[src/rtl/seq_det_pkg.sv]
// Shared types and elaboration-time helpers for the parametrised serial pattern detector.
// Builds the KMP prefix-automaton transition table from the pattern.
package seq_det_pkg;

  localparam int MAX_W   = 16;
  localparam int ST_BITS = 5;

  // tab[state][x] -> next state; row MAX_W is only meaningful up to the pattern length
  typedef logic [MAX_W:0][1:0][ST_BITS-1:0] nxt_tab_t;

  function automatic int calc_sw(input int w);
    return $clog2(w + 1);
  endfunction

  function automatic logic pat_bit(input logic [MAX_W-1:0] pat, input int w, input int i);
    return pat[w-1-i];
  endfunction

  // Row w (accept state) holds the overlapping exit; the non-overlapping exit reuses row 0.
  function automatic nxt_tab_t build_tab(input int w, input logic [MAX_W-1:0] pat);
    nxt_tab_t tab;
    int       pi_arr [0:MAX_W];
    int       k;
    tab = '0;
    for (int i = 0; i <= MAX_W; i++) pi_arr[i] = 0;
    k = 0;
    for (int i = 1; i < w; i++) begin
      while (k > 0 && pat_bit(pat, w, i) != pat_bit(pat, w, k)) k = pi_arr[k];
      if (pat_bit(pat, w, i) == pat_bit(pat, w, k)) k++;
      pi_arr[i+1] = k;
    end
    for (int s = 0; s <= w; s++) begin
      for (int b = 0; b < 2; b++) begin
        if (s < w && 1'(b) == pat_bit(pat, w, s)) tab[s][b] = ST_BITS'(s + 1);
        else if (s == 0) tab[s][b] = '0;
        else tab[s][b] = tab[pi_arr[s]][b];
      end
    end
    return tab;
  endfunction

endpackage

[src/rtl/seq_det_next.sv]
// Combinational next-state lookup for the pattern detector; the table is a constant
// built at elaboration, so this reduces to a small ROM-like decode on (state, x, overlap).
module seq_det_next
  import seq_det_pkg::*;
#(
  parameter int                PAT_W   = 4,
  parameter logic [PAT_W-1:0]  PATTERN = 4'b1101,
  parameter int                SW      = 3
) (
  input  logic [SW-1:0] state_i,
  input  logic          x_i,
  input  logic          overlap_i,
  output logic [SW-1:0] state_o
);

  localparam nxt_tab_t TAB = build_tab(PAT_W, 16'(PATTERN));

  logic [ST_BITS-1:0] idx;

  always_comb begin
    idx = ST_BITS'(state_i);
    if (state_i == SW'(PAT_W) && !overlap_i) idx = '0;
    state_o = SW'(TAB[idx][x_i]);
  end

endmodule

[src/rtl/seq_detect_machine.sv]
// Serial pattern detector with Moore match flag and saturating match counter.
// Optional macro SEQ_DET_HIST_EN adds HIST, the last PAT_W sampled bits (newest in bit 0).
module seq_detect_machine
  import seq_det_pkg::*;
#(
  parameter int               PAT_W   = 4,
  parameter logic [PAT_W-1:0] PATTERN = 4'b1101,
  parameter int               CNT_W   = 8,
  localparam int              SW      = calc_sw(PAT_W)
) (
  input  logic             CLK,
  input  logic             RESET,
  input  logic             x,
  input  logic             en,
  input  logic             overlap,
  output logic             F,
  output logic [SW-1:0]    S,
  output logic [CNT_W-1:0] MATCH_CNT
`ifdef SEQ_DET_HIST_EN
  ,
  output logic [PAT_W-1:0] HIST
`endif
);

  logic [SW-1:0]    s_q, s_d;
  logic             f_q;
  logic [CNT_W-1:0] cnt_q;

  seq_det_next #(
    .PAT_W  (PAT_W),
    .PATTERN(PATTERN),
    .SW     (SW)
  ) u_next (
    .state_i  (s_q),
    .x_i      (x),
    .overlap_i(overlap),
    .state_o  (s_d)
  );

  // F is registered from the next state so it always equals (S == PAT_W)
  always_ff @(posedge CLK) begin
    if (!RESET) begin
      s_q   <= '0;
      f_q   <= 1'b0;
      cnt_q <= '0;
    end else if (en) begin
      s_q <= s_d;
      f_q <= (s_d == SW'(PAT_W));
      if (s_d == SW'(PAT_W) && cnt_q != {CNT_W{1'b1}}) cnt_q <= cnt_q + 1'b1;
    end
  end

`ifdef SEQ_DET_HIST_EN
  logic [PAT_W-1:0] hist_q;

  always_ff @(posedge CLK) begin
    if (!RESET) hist_q <= '0;
    else if (en) hist_q <= {hist_q[PAT_W-2:0], x};
  end

  assign HIST = hist_q;
`endif

  assign S         = s_q;
  assign F         = f_q;
  assign MATCH_CNT = cnt_q;

endmodule

[config.mk]
export PLATFORM = sky130hd
export DESIGN_NAME = seq_detect_machine
export DESIGN_NICKNAME = d
export VERILOG_FILES = /design/src/rtl/seq_det_pkg.sv /design/src/rtl/seq_det_next.sv /design/src/rtl/seq_detect_machine.sv
export SDC_FILE = /design/constraint.sdc
export NUM_CORES = 1
export LEC_CHECK = 0
export CORE_UTILIZATION = 49
export DETAILED_ROUTE_END_ITERATION = 16
export PLACE_DENSITY = 0.81
export SYNTH_ARGS = -nofsm -noshare
export SYNTH_HDL_FRONTEND = slang
export SYNTH_SLANG_ARGS = --single-unit
export TNS_END_PERCENT = 10
[constraint.sdc]
create_clock -name CLK -period 3.2 [get_ports CLK]
set_input_delay 0.32 -clock CLK [delete_from_list [all_inputs] [get_ports CLK]]
set_output_delay 0.32 -clock CLK [all_outputs]
set_load 0.01 [all_outputs]
==> summary.txt, run 1 <==
Outcome
  • Status: finished, final reports clean

Clock tree
  • Clk Tree Root Cell: clkbuf_4
  • Post-cts gate resize count: 0
  • CTS Sinks: 12
  • Postcts setup bufs: 0
  • Clock-pin transition on the worst setup and hold timing paths: roughly 0.080 ns
  • CTS Buffer Depth: 2
  • Clk_lat worst skew: ~0.27 ns
  • Hold buffer count at CTS: 0
  • TritonCTS Buffers: 3
  • CTS tree: done
  • H-Tree Depth: 1

Worst setup path
  • Data required time of the critical path: ~3.4 ns
  • CP max FO: 16
  • CP peak stage delay: 0.56 ns
  • CP delay by family, top: compound AO/OA/AOI/OAI gates
  • Worst-path cell chain: inv_1 -> ha_1 -> a2111o_1 -> or4_1 -> a21oi_1
  • Critical path arrival: between 2 and 2.5 ns
  • Critical path endpoint category: flop
  • Buffers and inverters on the worst path: 1
  • Setup CP Type: reg -> reg
  • Critical Path Source: S[0]
  • Critical R2R Launch: S[0]
  • CP startpoint kind: flop
  • Slowest-stage cell, CP: or4_1

Pwr
  • Total power draw: around 0.00031 W
  • Power Density: ~360 nW/um^2
  • Reg power frac: about half
  • Switching fraction of total power: between 20% and 30%
  • P_int: 0.000237 W
  • P_sw: about 0.000074 W
  • Peak supply drop: 0.265 mV
  • Leak: 0.302 nW
  • Combinational share of power: between 10% and 20%
  • Clock Power Share: between 40% and 50%

Timing
  • Slew @ Worst Pin: around 0.59 ns
  • Relative slew slack: 60.3%
  • Setup violators final: 0
  • Final hold vios: 0
  • Final Max Slew Viols: 0
  • RSZ-0062 raised after global routing: false
  • Period minus WS final: 2.15 ns
  • Period utilization: approximately two thirds
  • Skew final: approximately 0.00048 ns
  • Fmax: approximately 470 MHz
  • Final setup TNS: 0 ns

Logic synthesis
  • Post-synthesis sequential area ratio: 35.8%
  • Flop and latch count out of synthesis: 12
  • Post-synthesis cell count: 76
  • Ys Warns: 0
  • Synth area leaders: dfxtp_1 (36%), ha_1 (9.3%), a21oi_1 (7.5%)
  • Synth Cell Area: 671 um^2
  • Synth Net Count: 86
  • Avg Inst Size Synth: around 8.8 um^2
  • Cell taking the most area after synthesis: dfxtp_1
  • Unique masters post-synth: 28
  • Top cell type's share of synthesized area: 35.8%

Die
  • Chip width: 39.0 um
  • Die Area: 1520 um^2
  • Io pins: 17
  • Initial core utilization: between 50% and 60%
  • Core Region: between 1000 and 1500 um^2
  • Die Y: 39.0 um
  • # rows: 12

Cells and area
  • Ratio of cells with drive above 1 in the final layout: 9.57%
  • Most frequent cells in the layout: clkdlybuf4s50_1 (16), dfxtp_1 (12), a21oi_1 (10)
  • Layout Nets: 105
  • Commonest non-fill, non-tap cell in the layout: clkdlybuf4s50_1
  • N_diodes: 0
  • Area delta synth->final: 29.5%

Detailed routing
  • Vias/cell: 5.82
  • DR iter-0 viols: 17
  • DR DRC count: 0
  • DR vias: about 630
  • Final WL: about 1400 um
  • DR pass1 iterations: 4
  • Routed Antenna Nets: 0
  • Wire per inst: between 10 and 15 um

Hold path
  • Hold Startpoint: MATCH_CNT[6]
  • Hold Crit Class: reg -> reg

Place
  • Port Buf Inserts: 16
  • Post-DP HPWL: 958 um
  • Final GP Congestion: just under 0.8

GRT
  • Initial antenna violation count: 0
  • First-pass GRT wire length: approximately 2100 um
  • Vias in the first global route: 450
  • Pin count of the biggest net entering global routing: 17
  • Total Routing Usage GR: between 20% and 30%
  • Remaining Overflow, GRT: 0

Job
  • Max-capacitance violation count: 0
==> layout make-up <==
| type | instances | area [um^2] |
|---|---|---|
| Fill cell | 107 | 318 |
| Tap cell | 14 | 17.5 |
| Multi-Input combinational cell | 55 | 388 |
| Timing Repair Buffer | 16 | 160 |
| Clock buffer | 4 | 36.3 |
| Inverter | 7 | 26.3 |
| Sequential cell | 12 | 240 |
==> per-layer routing <==
metal / GRT usage [%] / vias to the layer above / routed length (um)
li1: - / 317 / -
met1: 32.6 / 288 / 686
met2: 25.0 / 20 / 581
met3: 3.47 / 4 / 67
met4: 15.5 / 0 / 36
met5: 0 / - / 0
==> cells by family (layout without fill, tap and decap cells) <==
logic type,Yosys count,count (layout),share of synthesized area [%]
buf+inv,9,27,6.34
flops,12,12,35.8
mux,3,3,4.66
fa+ha+maj,5,5,9.33
simple gates,25,25,22.8
compound gates,22,22,21.1
==> worst min-delay path, delay by kind of cell (launching register included) <==
kind	cells	cell delay, ns
compound gates	1	0.05
buf+inv	1	0.07
flops	1	0.33
==> registers in the layout, summed over array words and instances (netlist names) <==
| register | count |
|---|---|
| MATCH_CNT | 8 |
| F | 1 |
| S | 3 |
==> power groups by stage <==
stage / Combinational [W] / Clock [W] / Sequential, W
after floorplan: 0.0000174 / 0 / 0.000158
after global placement: 0.0000324 / 0 / 0.000157
after detailed placement: 0.0000327 / 0 / 0.000157
after CTS: 0.0000329 / 0.000128 / 0.000154
after global routing: 0.0000364 / 0.000132 / 0.000154
final: 0.0000326 / 0.000125 / 0.000154
==> stage by stage <==
| stage | std cells | worst slack (ns) | instance area [um^2] | utilization (%) | hold WS, ns |
|---|---|---|---|---|---|
| global placement | 104 | 0.882 | 832 | 70.1 | 0.473 |
| finish | 108 | 1.05 | 868 | 73.2 | 0.485 |
| floorplan | 76 | 1.27 | 671 | - | 0.409 |
| global route | 108 | 0.892 | 868 | 73.2 | 0.501 |
| detailed placement | 104 | 0.870 | 832 | 70.1 | 0.476 |
| CTS | 108 | 1.07 | 868 | 73.2 | 0.489 |
==> synthesized netlist by cell type, drive strengths merged <==
cell and number:
a2111o 1, a21oi 10, and3 1, buf 2
dfxtp 12, ha 5, inv 7, mux2 1
mux2i 2, nand2 5, nand2b 4, nand3 6
nand4 1, nor2 2, nor4 1, o211ai 1
o21ai 3, o311ai 1, o31ai 3, o41ai 3
or2 1, or3 1, or4 3
==> worst paths after layout <==
path / endpoint / slack, ns / cells after the start
setup / recovery: MATCH_CNT[4] / 1.05 / 5
hold / removal: MATCH_CNT[6] / 0.49 / 2
setup reg to reg: MATCH_CNT[4] / 1.05 / 5
hold reg to reg: MATCH_CNT[6] / 0.49 / 2
Power figures use the tool's default switching activity.
==> run 2, diff against run 1 <==
--- a/config.mk
+++ b/config.mk
@@ -5,9 +5,9 @@
 export SDC_FILE = /design/constraint.sdc
 export NUM_CORES = 1
 export LEC_CHECK = 0
-export CORE_UTILIZATION = 49
+export CORE_UTILIZATION = 46
 export DETAILED_ROUTE_END_ITERATION = 16
-export PLACE_DENSITY = 0.81
+export PLACE_DENSITY = 0.77
 export SYNTH_ARGS = -nofsm -noshare
 export SYNTH_HDL_FRONTEND = slang
 export SYNTH_SLANG_ARGS = --single-unit
==> constraint.sdc (replaced) <==
create_clock -name CLK -period 2.25 [get_ports CLK]
set_input_delay 0.225 -clock CLK [delete_from_list [all_inputs] [get_ports CLK]]
set_output_delay 0.225 -clock CLK [all_outputs]
set_load 0.01 [all_outputs]
==> summary.txt, run 2 (synthesis gave the netlist of run 1 again) <==
Die
  • Die Y: approximately 40 um
  • Chip width: between 40 and 50 um
  • Initial core utilization: 50.3%
  • Core Region: roughly 1300 um^2
  • # rows: 13
  • Io pins: 17
  • Die Area: 1610 um^2

Worst setup path
  • CP startpoint kind: flop
  • Buffers and inverters on the worst path: 2
  • CP delay by family, top: compound AO/OA/AOI/OAI gates
  • Data required time of the critical path: ~2.5 ns
  • Slowest-stage cell, CP: a2111o_1
  • Critical path endpoint category: flop
  • CP peak stage delay: approximately 0.46 ns
  • Setup CP Type: reg -> reg
  • CP max FO: 9
  • Worst-path cell chain: inv_1 -> ha_1 -> a2111o_1 -> buf_4 -> or3_1 -> a21oi_1
  • Critical path arrival: about 2.3 ns

GRT
  • Initial antenna violation count: 0
  • Pin count of the biggest net entering global routing: 12
  • First-pass GRT wire length: 2370 um
  • Vias in the first global route: around 540
  • Total Routing Usage GR: a little under a quarter
  • Remaining Overflow, GRT: 0

Clock tree
  • Clk Tree Root Cell: clkbuf_4
  • H-Tree Depth: 1
  • Clock-pin transition on the worst setup and hold timing paths: about 0.070 ns
  • Postcts setup bufs: 0
  • Clk_lat worst skew: about 0.28 ns
  • Hold buffer count at CTS: 0
  • CTS Sinks: 12
  • CTS Buffer Depth: 2
  • TritonCTS Buffers: 3
  • Post-cts gate resize count: 0
  • CTS tree: done

Cells and area
  • Most frequent cells in the layout: clkdlybuf4s50_1 (16), dfxtp_1 (12), a21oi_1 (10)
  • Filler cells: roughly 130
  • Commonest non-fill, non-tap cell in the layout: clkdlybuf4s50_1
  • N_diodes: 0
  • Layout Nets: about 110
  • Area delta synth->final: 31.0%
  • Ratio of cells with drive above 1 in the final layout: between 10 and 15%
  • Max reg flops: 8
  • Final Cell Area: ~880 um^2

Timing
  • Relative slew slack: between 50 and 60%
  • Final setup TNS: 0 ns
  • Period minus WS final: ~2.1 ns
  • Skew final: approximately 0.0057 ns
  • Final Max Slew Viols: 0
  • Worst setup margin: 0.198 ns
  • Slew @ Worst Pin: 0.623 ns
  • Final hold vios: 0
  • Period utilization: about 91%
  • Setup violators final: 0
  • Fmax: around 490 MHz
  • WHS: ~0.47 ns
  • RSZ-0062 raised after global routing: false

Detailed routing
  • DR vias: between 600 and 700
  • Routed Antenna Nets: 0
  • DR pass1 iterations: 4
  • DR iter-0 viols: 12
  • DR DRC count: 0
  • Wire per inst: around 13 um
  • Vias/cell: about 5.8
  • Final WL: about 1500 um

Place
  • Port Buf Inserts: 16
  • Post-DP HPWL: between 1000 and 1500 um
  • Pre-CTS WS: roughly 0.12 ns
  • Dpl cell area: 856 um^2
  • Final GP Congestion: between 0.8 and 0.9

Hold path
  • Hold Crit Class: reg -> reg

Pwr
  • Peak supply drop: roughly 0.46 mV
  • Power Density: between 400 and 500 nW/um^2
  • Clock Power Share: 33.2%
  • Total power draw: 0.000402 W
  • P_int: 0.000303 W
  • Combinational share of power: 12.4%
  • Reg power frac: a little over half
  • Switching fraction of total power: between 20% and 30%
  • P_sw: approximately 0.000098 W
  • Leak: slightly above 0.3 nW

Outcome
  • Status: finished, final reports clean

Job
  • Max-capacitance violation count: 0
## run 2: changes by cell type in the layout (fill, tap and decap cells not counted)
cell / before / now
buf_4: 0 / 3
clkbuf_8: 1 / 0
## run 2: power groups by stage
stage	Sequential (W)	Combinational (W)	Clock [W]
2_1_floorplan	0.000224	0.0000247	0
3_3_place_gp	0.000223	0.0000491	0
3_5_place_dp	0.000224	0.0000500	0
4_1_cts	0.000219	0.0000502	0.000138
5_1_grt	0.000219	0.0000561	0.000150
6_report	0.000218	0.0000499	0.000133
## run 2: final timing paths
check,startpoint,end,slack [ns],cells after the start
max reg2reg,S[0],MATCH_CNT[0],0.20,6
min,F,F,0.47,2
min reg2reg,F,F,0.47,2
max,S[0],MATCH_CNT[0],0.20,6
## run 2: stage by stage
step	instances	util, %
after floorplan	76	-
after global placement	108	64.2
after detailed placement	108	64.2
after CTS	111	65.9
after global routing	111	65.9
final	111	65.9
## run 2: worst reg2reg max path: stages (launching register included)
cell and delay [ns]:
dfxtp_1 0.39, inv_1 0.11, ha_1 0.32, a2111o_1 0.46
buf_4 0.22, or3_1 0.34, a21oi_1 0.14
## run 2: final cells by class
| type | instances | area [um^2] | area share (%) |
|---|---|---|---|
| clock buffers | 3 | 22.5 | 2.56 |
| well taps | 15 | 18.8 | 2.14 |
| flip-flops and latches | 12 | 240 | 27.4 |
| inverters | 7 | 26.3 | 2.99 |
| repair buffers | 19 | 183 | 20.8 |
| multi-input cells | 55 | 388 | 44.2 |
## run 2: metal layers
| layer | track usage [%] | routed length, um |
|---|---|---|
| met5 | 0 | 0 |
| met3 | 10.0 | 70 |
| met2 | 39.1 | 714 |
| met4 | 7.50 | 21 |
| met1 | 25.8 | 661 |
